==> src/rtl/usb_tx_scheduler_if.sv <==
// Bundle of endpoint-side and serializer-side signals of the USB transmit scheduler.
// The master modport is the scheduler's view; the slave modport is the endpoints plus serializer.
interface usb_tx_scheduler_if #(
   parameter int NUM_REQ = 2
);
   logic [NUM_REQ-1:0]   req;
   logic [4*NUM_REQ-1:0] req_pid;
   logic [NUM_REQ-1:0]   req_zlp;
   logic [8*NUM_REQ-1:0] in_data;
   logic [NUM_REQ-1:0]   in_valid;
   logic [NUM_REQ-1:0]   in_last;
   logic [NUM_REQ-1:0]   in_ready;
   logic [NUM_REQ-1:0]   grant;
   logic [7:0]           tx_data;
   logic                 tx_valid;
   logic                 tx_ready;
   logic                 busy;
   logic [NUM_REQ-1:0]   done;

   modport master (
      input  req, req_pid, req_zlp, in_data, in_valid, in_last, tx_ready,
      output in_ready, grant, tx_data, tx_valid, busy, done
   );

   modport slave (
      output req, req_pid, req_zlp, in_data, in_valid, in_last, tx_ready,
      input  in_ready, grant, tx_data, tx_valid, busy, done
   );
endinterface

==> src/rtl/usb_tx_scheduler.sv <==
// Round-robin scheduler sharing one USB transmit byte port among NUM_REQ endpoints.
// Each packet is sent as PID, optional payload and CRC16, followed by an inter-packet gap.
module usb_tx_scheduler #(
   parameter int NUM_REQ    = 2,
   parameter int IPG_CYCLES = 4
) (
   input logic                clk,
   input logic                reset,
   usb_tx_scheduler_if.master bus
);

   localparam int PTR_W = (NUM_REQ > 1) ? $clog2(NUM_REQ) : 1;
   localparam int CW    = PTR_W + 1;
   localparam int GAP_W = $clog2(IPG_CYCLES + 1);

   typedef enum logic [2:0] {
      S_IDLE,
      S_PID,
      S_DATA,
      S_CRC_LO,
      S_CRC_HI,
      S_GAP
   } state_t;

   state_t             r_state;
   state_t             w_nextState;
   logic [NUM_REQ-1:0] r_grant;
   logic [PTR_W-1:0]   r_gIdx;
   logic [PTR_W-1:0]   r_rrPtr;
   logic [3:0]         r_pid;
   logic               r_zlp;
   logic [15:0]        r_crc;
   logic [GAP_W-1:0]   r_gapCnt;
   logic [NUM_REQ-1:0] r_done;

   logic               w_found;
   logic [PTR_W-1:0]   w_winIdx;
   logic [PTR_W-1:0]   w_nextPtr;
   logic [CW-1:0]      w_cand;
   logic               w_selValid;
   logic               w_selLast;
   logic [7:0]         w_selData;
   logic               w_txValid;
   logic [7:0]         w_txData;
   logic [NUM_REQ-1:0] w_inReady;
   logic               w_dataAccept;

   // USB CRC16 in reflected form: poly 0x8005 becomes 0xA001 shifted right, data LSB first
   function automatic logic [15:0] crc16Byte(input logic [15:0] crcIn, input logic [7:0] dataIn);
      logic [15:0] c;
      c = crcIn;
      for (int b = 0; b < 8; b++) begin
         if (c[0] ^ dataIn[b]) c = (c >> 1) ^ 16'hA001;
         else                  c = c >> 1;
      end
      return c;
   endfunction

   // Search for the first requester starting at the round-robin pointer, wrapping around
   always_comb begin
      w_found  = 1'b0;
      w_winIdx = '0;
      w_cand   = '0;
      for (int k = 0; k < NUM_REQ; k++) begin
         w_cand = {1'b0, r_rrPtr} + CW'(k);
         if (w_cand >= CW'(NUM_REQ)) w_cand = w_cand - CW'(NUM_REQ);
         if (!w_found && bus.req[w_cand[PTR_W-1:0]]) begin
            w_found  = 1'b1;
            w_winIdx = w_cand[PTR_W-1:0];
         end
      end
   end

   assign w_nextPtr  = (w_winIdx == PTR_W'(NUM_REQ - 1)) ? '0 : w_winIdx + PTR_W'(1);
   assign w_selValid = bus.in_valid[r_gIdx];
   assign w_selLast  = bus.in_last[r_gIdx];
   assign w_selData  = bus.in_data[{r_gIdx, 3'b000} +: 8];

   assign w_dataAccept = (r_state == S_DATA) && w_selValid && bus.tx_ready;

   always_comb begin
      w_nextState = r_state;
      w_txValid   = 1'b0;
      w_txData    = 8'h00;
      w_inReady   = '0;
      case (r_state)
         S_IDLE: begin
            if (w_found) w_nextState = S_PID;
         end
         S_PID: begin
            w_txValid = 1'b1;
            w_txData  = {~r_pid, r_pid};
            if (bus.tx_ready) w_nextState = r_zlp ? S_CRC_LO : S_DATA;
         end
         S_DATA: begin
            // Zero-bubble pass-through: the serializer's ready goes straight to the owner
            w_txValid = w_selValid;
            w_txData  = w_selData;
            w_inReady = r_grant & {NUM_REQ{bus.tx_ready}};
            if (w_dataAccept && w_selLast) w_nextState = S_CRC_LO;
         end
         S_CRC_LO: begin
            w_txValid = 1'b1;
            w_txData  = ~r_crc[7:0];
            if (bus.tx_ready) w_nextState = S_CRC_HI;
         end
         S_CRC_HI: begin
            w_txValid = 1'b1;
            w_txData  = ~r_crc[15:8];
            if (bus.tx_ready) w_nextState = S_GAP;
         end
         S_GAP: begin
            if (r_gapCnt == GAP_W'(IPG_CYCLES - 1)) w_nextState = S_IDLE;
         end
         default: w_nextState = S_IDLE;
      endcase
   end

   always_ff @(posedge clk) begin
      if (!reset) begin
         r_state  <= S_IDLE;
         r_grant  <= '0;
         r_gIdx   <= '0;
         r_rrPtr  <= '0;
         r_pid    <= 4'h0;
         r_zlp    <= 1'b0;
         r_crc    <= 16'hFFFF;
         r_gapCnt <= '0;
         r_done   <= '0;
      end else begin
         r_state <= w_nextState;
         r_done  <= '0;
         case (r_state)
            S_IDLE: begin
               if (w_found) begin
                  r_grant <= NUM_REQ'(1) << w_winIdx;
                  r_gIdx  <= w_winIdx;
                  r_rrPtr <= w_nextPtr;
                  r_pid   <= bus.req_pid[{w_winIdx, 2'b00} +: 4];
                  r_zlp   <= bus.req_zlp[w_winIdx];
                  r_crc   <= 16'hFFFF;
               end
            end
            S_DATA: begin
               if (w_dataAccept) r_crc <= crc16Byte(r_crc, w_selData);
            end
            S_CRC_HI: begin
               if (bus.tx_ready) begin
                  r_done   <= r_grant;
                  r_grant  <= '0;
                  r_gapCnt <= '0;
               end
            end
            S_GAP: begin
               r_gapCnt <= r_gapCnt + GAP_W'(1);
            end
            default: ;
         endcase
      end
   end

   assign bus.tx_valid = w_txValid;
   assign bus.tx_data  = w_txData;
   assign bus.in_ready = w_inReady;
   assign bus.grant    = r_grant;
   assign bus.busy     = (r_state != S_IDLE);
   assign bus.done     = r_done;

endmodule

==> src/flat_wrapper.sv <==
// flat-port wrapper written by rule: the top's interface ports become plain ports
module usb_tx_scheduler_flat 
#(
   parameter int NUM_REQ    = 2,
   parameter int IPG_CYCLES = 4
)
  (clk, reset, bus_req, bus_req_pid, bus_req_zlp, bus_in_data, bus_in_valid, bus_in_last, bus_tx_ready, bus_in_ready, bus_grant, bus_tx_data, bus_tx_valid, bus_busy, bus_done);
  usb_tx_scheduler_if #(.NUM_REQ(NUM_REQ)) bus_i ();
  input logic clk;
  input logic reset;
  input wire logic [$bits(bus_i.req)-1:0] bus_req;
  input wire logic [$bits(bus_i.req_pid)-1:0] bus_req_pid;
  input wire logic [$bits(bus_i.req_zlp)-1:0] bus_req_zlp;
  input wire logic [$bits(bus_i.in_data)-1:0] bus_in_data;
  input wire logic [$bits(bus_i.in_valid)-1:0] bus_in_valid;
  input wire logic [$bits(bus_i.in_last)-1:0] bus_in_last;
  input wire logic [$bits(bus_i.tx_ready)-1:0] bus_tx_ready;
  output wire logic [$bits(bus_i.in_ready)-1:0] bus_in_ready;
  output wire logic [$bits(bus_i.grant)-1:0] bus_grant;
  output wire logic [$bits(bus_i.tx_data)-1:0] bus_tx_data;
  output wire logic [$bits(bus_i.tx_valid)-1:0] bus_tx_valid;
  output wire logic [$bits(bus_i.busy)-1:0] bus_busy;
  output wire logic [$bits(bus_i.done)-1:0] bus_done;
  assign bus_i.req = bus_req;
  assign bus_i.req_pid = bus_req_pid;
  assign bus_i.req_zlp = bus_req_zlp;
  assign bus_i.in_data = bus_in_data;
  assign bus_i.in_valid = bus_in_valid;
  assign bus_i.in_last = bus_in_last;
  assign bus_i.tx_ready = bus_tx_ready;
  assign bus_in_ready = bus_i.in_ready;
  assign bus_grant = bus_i.grant;
  assign bus_tx_data = bus_i.tx_data;
  assign bus_tx_valid = bus_i.tx_valid;
  assign bus_busy = bus_i.busy;
  assign bus_done = bus_i.done;
  usb_tx_scheduler #(.NUM_REQ(NUM_REQ), .IPG_CYCLES(IPG_CYCLES)) u_core (.clk(clk), .reset(reset), .bus(bus_i));
endmodule
==> config.mk <==
export PLATFORM = sky130hd
export DESIGN_NAME = usb_tx_scheduler_flat
export DESIGN_NICKNAME = d
export VERILOG_FILES = /design/src/rtl/usb_tx_scheduler_if.sv /design/src/rtl/usb_tx_scheduler.sv /design/src/flat_wrapper.sv
export SDC_FILE = /design/constraint.sdc
export NUM_CORES = 1
export LEC_CHECK = 0
export CELL_PAD_IN_SITES_DETAIL_PLACEMENT = 0
export CELL_PAD_IN_SITES_GLOBAL_PLACEMENT = 1
export CORE_MARGIN = 4
export CORE_UTILIZATION = 38
export CTS_BUF_LIST = sky130_fd_sc_hd__clkbuf_16
export CTS_CLUSTER_SIZE = 25
export DETAILED_ROUTE_END_ITERATION = 12
export PLACE_DENSITY_LB_ADDON = 0.15
export SYNTH_ARGS = -nofsm -noshare
export SYNTH_HDL_FRONTEND = slang
export SYNTH_SLANG_ARGS = --single-unit
export TNS_END_PERCENT = 30
==> constraint.sdc <==
create_clock -name clk -period 4.3 [get_ports clk]
set_input_delay 1.075 -clock clk [delete_from_list [all_inputs] [get_ports clk]]
set_output_delay 1.075 -clock clk [all_outputs]
set_load 0.02 [all_outputs]
==> out/metrics.cfg <==
[clocking]
post_cts_buffers=0
numCtsBuffers=5
clkSinkCount=33
cts_buffer_depth=2
cts_root_buf=clkbuf_16
cts_tree=done
clk_pin_slew_ns=0.05
htree_levels=2
insertion_delay_ns=0.27
ctsResizeCount=0
hold_buffers=0

[timing]
fmax_mhz=272.7
setup_violations=0
finalMaxSlewViolations=0
clock_skew_ns=0.004785
timing.slew.headroom_pct=54.50
min_period_ns=3.668
grt_setup_unrepaired=no
worst_pin_slew_ns=0.6780
fin_crit_sh_pct=85.29
setup_tns_ns=0
hold_violations=0

[grt]
grt.overflow.total=0
grt_use_total_pct=16.71
use_met3_pct=4.308
met2_usage_pct=26.06
gr-usage-met1_pct=22.82
grt_busiest_layer=met2
antenna_found_initial=0
grt_first_pass_wirelength_um=8017
grt_start_max_net_pins=24
grt_pass1_vias=1589

[die]
die_w_um=78.96
die-height_um=78.96
dieArea_um2=6234
placementRows=25
coreArea_um2=4786
io_pins=51
initial_core_util_pct=39.97

[detailed_routing]
ant_nets=0
drtPass1Iterations=4
drt_iter0_markers=139
drc=0
wl_per_cell_um=15.46
via_per_inst=5.240
routed_wl_um=5164
vias=1750

[placement]
dpl.hpwl_um=3817
port_buffers=50
postPlaceCellArea_um2=2467
place_congestion=0.8026

[final_layout]
final_layout_size_suffix_gt1_share_pct=6.367
antennaDiodeCount=0
design_area_um2=2600
nets=304
area_growth_pct=35.91
final_util_pct=54.33

[critical_path]
crit_buf_inv=2
r2r_slack_ns=1.56
cp_top_family=buffers and inverters
crit_end=bus_tx_data[1]
cp.depth=5
cp_slowest_stage_delay_ns=0.57
crit_type=in2out
timing.rr.start=u_core.r_gIdx
critPathCaptureType=primary output
reg2regPathDepth=6
worstPathArrival_ns=2.59
startpoint=bus_in_data[9]
critPathRequiredTime_ns=3.22
start_kind=input port
r2r-end=u_core.r_crc[0]
crit_chain=clkdlybuf4s50_1 > mux2_2 > a22oi_1 > o221ai_1 > clkdlybuf4s50_1
critPathMaxFanout=2
critPathSlowestCell=clkdlybuf4s50_1
crit_top_cell=clkdlybuf4s50_1

[worst_hold_path]
hold_class=reg2reg

[job]
drv_cap=0

[logic_synthesis]
synth_cell_types=38
ys_seq_elements=33
netlist_instances=219
syn_area_per_cell_um2=8.736
syn_area_um2=1913
ys_seq_area_share_pct=34.53
synthesis.nets=256
yosys_warnings=0

[outcome]
status=finished, final reports clean

[pwr]
peakVddDrop_mv=0.1903
p_per_area_nw_per_um2=434.8
total_power_uw=1130
p_leak_uw=0.001028

-- cell families (layout without fill, tap and decap cells) --
logic type | after synthesis | in the layout | synth area share [%]
compound gates | 57 | 57 | 20.67
buf+inv | 17 | 65 | 3.728
fa+ha+maj | 2 | 2 | 1.308
xor+xnor | 21 | 21 | 12.30
simple gates | 71 | 71 | 17.07
flops | 33 | 33 | 34.53
mux | 18 | 18 | 10.40
-- cell usage after synthesis --
cell type | number | area, um^2
a211oi_1 | 1 | 7.510
a21boi_1 | 4 | 30.03
a21oi_1 | 4 | 20.02
a22oi_1 | 5 | 37.54
a31oi_1 | 1 | 6.260
a32oi_1 | 1 | 8.760
and2_1 | 2 | 12.51
and3_1 | 8 | 50.05
buf_6 | 1 | 11.26
clkbuf_1 | 11 | 41.29
dfxtp_1 | 33 | 660.6
ha_1 | 2 | 25.02
inv_1 | 3 | 11.26
inv_2 | 2 | 7.510
mux2_2 | 3 | 33.78
mux2_4 | 3 | 45.04
mux2i_1 | 12 | 120.1
nand2_1 | 28 | 105.1
nand2b_1 | 1 | 6.260
nand3_1 | 6 | 30.03
nor2_1 | 12 | 45.04
nor2b_1 | 2 | 12.51
nor3_1 | 8 | 40.04
nor4_1 | 1 | 6.260
o211a_1 | 6 | 60.06
o21a_1 | 1 | 7.510
o21ai_0 | 3 | 15.01
o21ai_1 | 13 | 65.06
o221ai_1 | 5 | 43.79
o22a_1 | 5 | 43.79
o22ai_1 | 8 | 50.05
or2_1 | 1 | 6.260
or3_1 | 2 | 12.51
xnor2_1 | 8 | 70.07
xnor3_1 | 1 | 22.52
xor2_1 | 9 | 78.83
xor2_2 | 1 | 16.27
xor3_1 | 2 | 47.55
-- cell type report --
type	instances	area, um^2
Fill cell	464	2186
Multi-Input combinational cell	169	1181
Sequential cell	33	660.6
Timing Repair Buffer	53	523.0
Clock buffer	5	125.1
Tap cell	67	83.83
Inverter	5	18.77
Clock inverter	2	7.507
-- layout by cell type (no fill, tap or decap), drive strengths merged, types with 3 or more instances in the layout --
cell and instances:
clkdlybuf4s50 50, dfxtp 33, nand2 28, o21ai 16, nor2 12, mux2i 12
xor2 10, o22ai 8, nor3 8, and3 8, xnor2 8, nand3 6
o211a 6, inv 6, mux2 6, a22oi 5, o22a 5, o221ai 5
clkbuf 5, a21oi 4, a21boi 4, buf 3
-- sequential cells by signal, summed over array words and instances, names as in the netlist --
name and flops:
u_core.r_crc 16, u_core.r_gIdx 1, u_core.r_zlp 1, u_core.r_pid 4
u_core.r_rrPtr 1, u_core.r_gapCnt 3, u_core.r_state 3, u_core.bus.grant 2
u_core.bus.done 2
-- worst register-to-register path, stage by stage (launching register included) --
cell and delay (ns):
dfxtp_1 0.74, mux2_2 0.44, xor2_1 0.29, xnor2_1 0.23, xnor3_1 0.54, xor3_1 0.21
o22a_1 0.18
-- power by group --
group	internal [uW]	switching, uW	total (uW)
Combinational	211	211	422
Sequential	331	46.6	378
Clock	207	124	331
Total	749	382	1130
-- routing by layer --
layer | part of all wire, % | up-vias
met5 | 0 | -
met4 | 1.1 | 0
met3 | 7.0 | 5
met2 | 44 | 62
met1 | 48 | 797
li1 | - | 886
-- worst min path at each step --
stage	to	start	slack, ns	cells after the start
6_report	u_core.bus.grant[0]	u_core.bus.grant[0]	0.49	2
5_1_grt	u_core.bus.grant[0]	u_core.bus.grant[0]	0.52	2
3_3_place_gp	u_core.r_rrPtr	u_core.r_rrPtr	0.49	1
2_1_floorplan	u_core.r_zlp	u_core.r_zlp	0.46	1
3_5_place_dp	u_core.bus.grant[0]	u_core.bus.grant[0]	0.49	2
4_1_cts	u_core.bus.grant[0]	u_core.bus.grant[0]	0.50	2
-- stage by stage --
step | setup slack (ns) | hold WS, ns | cells
after floorplan | 1.491 | 0.4647 | 219
after global placement | 0.6305 | 0.4919 | 327
after detailed placement | 0.6255 | 0.4893 | 327
after CTS | 0.6258 | 0.4992 | 334
after global routing | 0.5189 | 0.5232 | 334
final | 0.6324 | 0.4932 | 334
No activity file was read; power rests on OpenSTA's default activity.
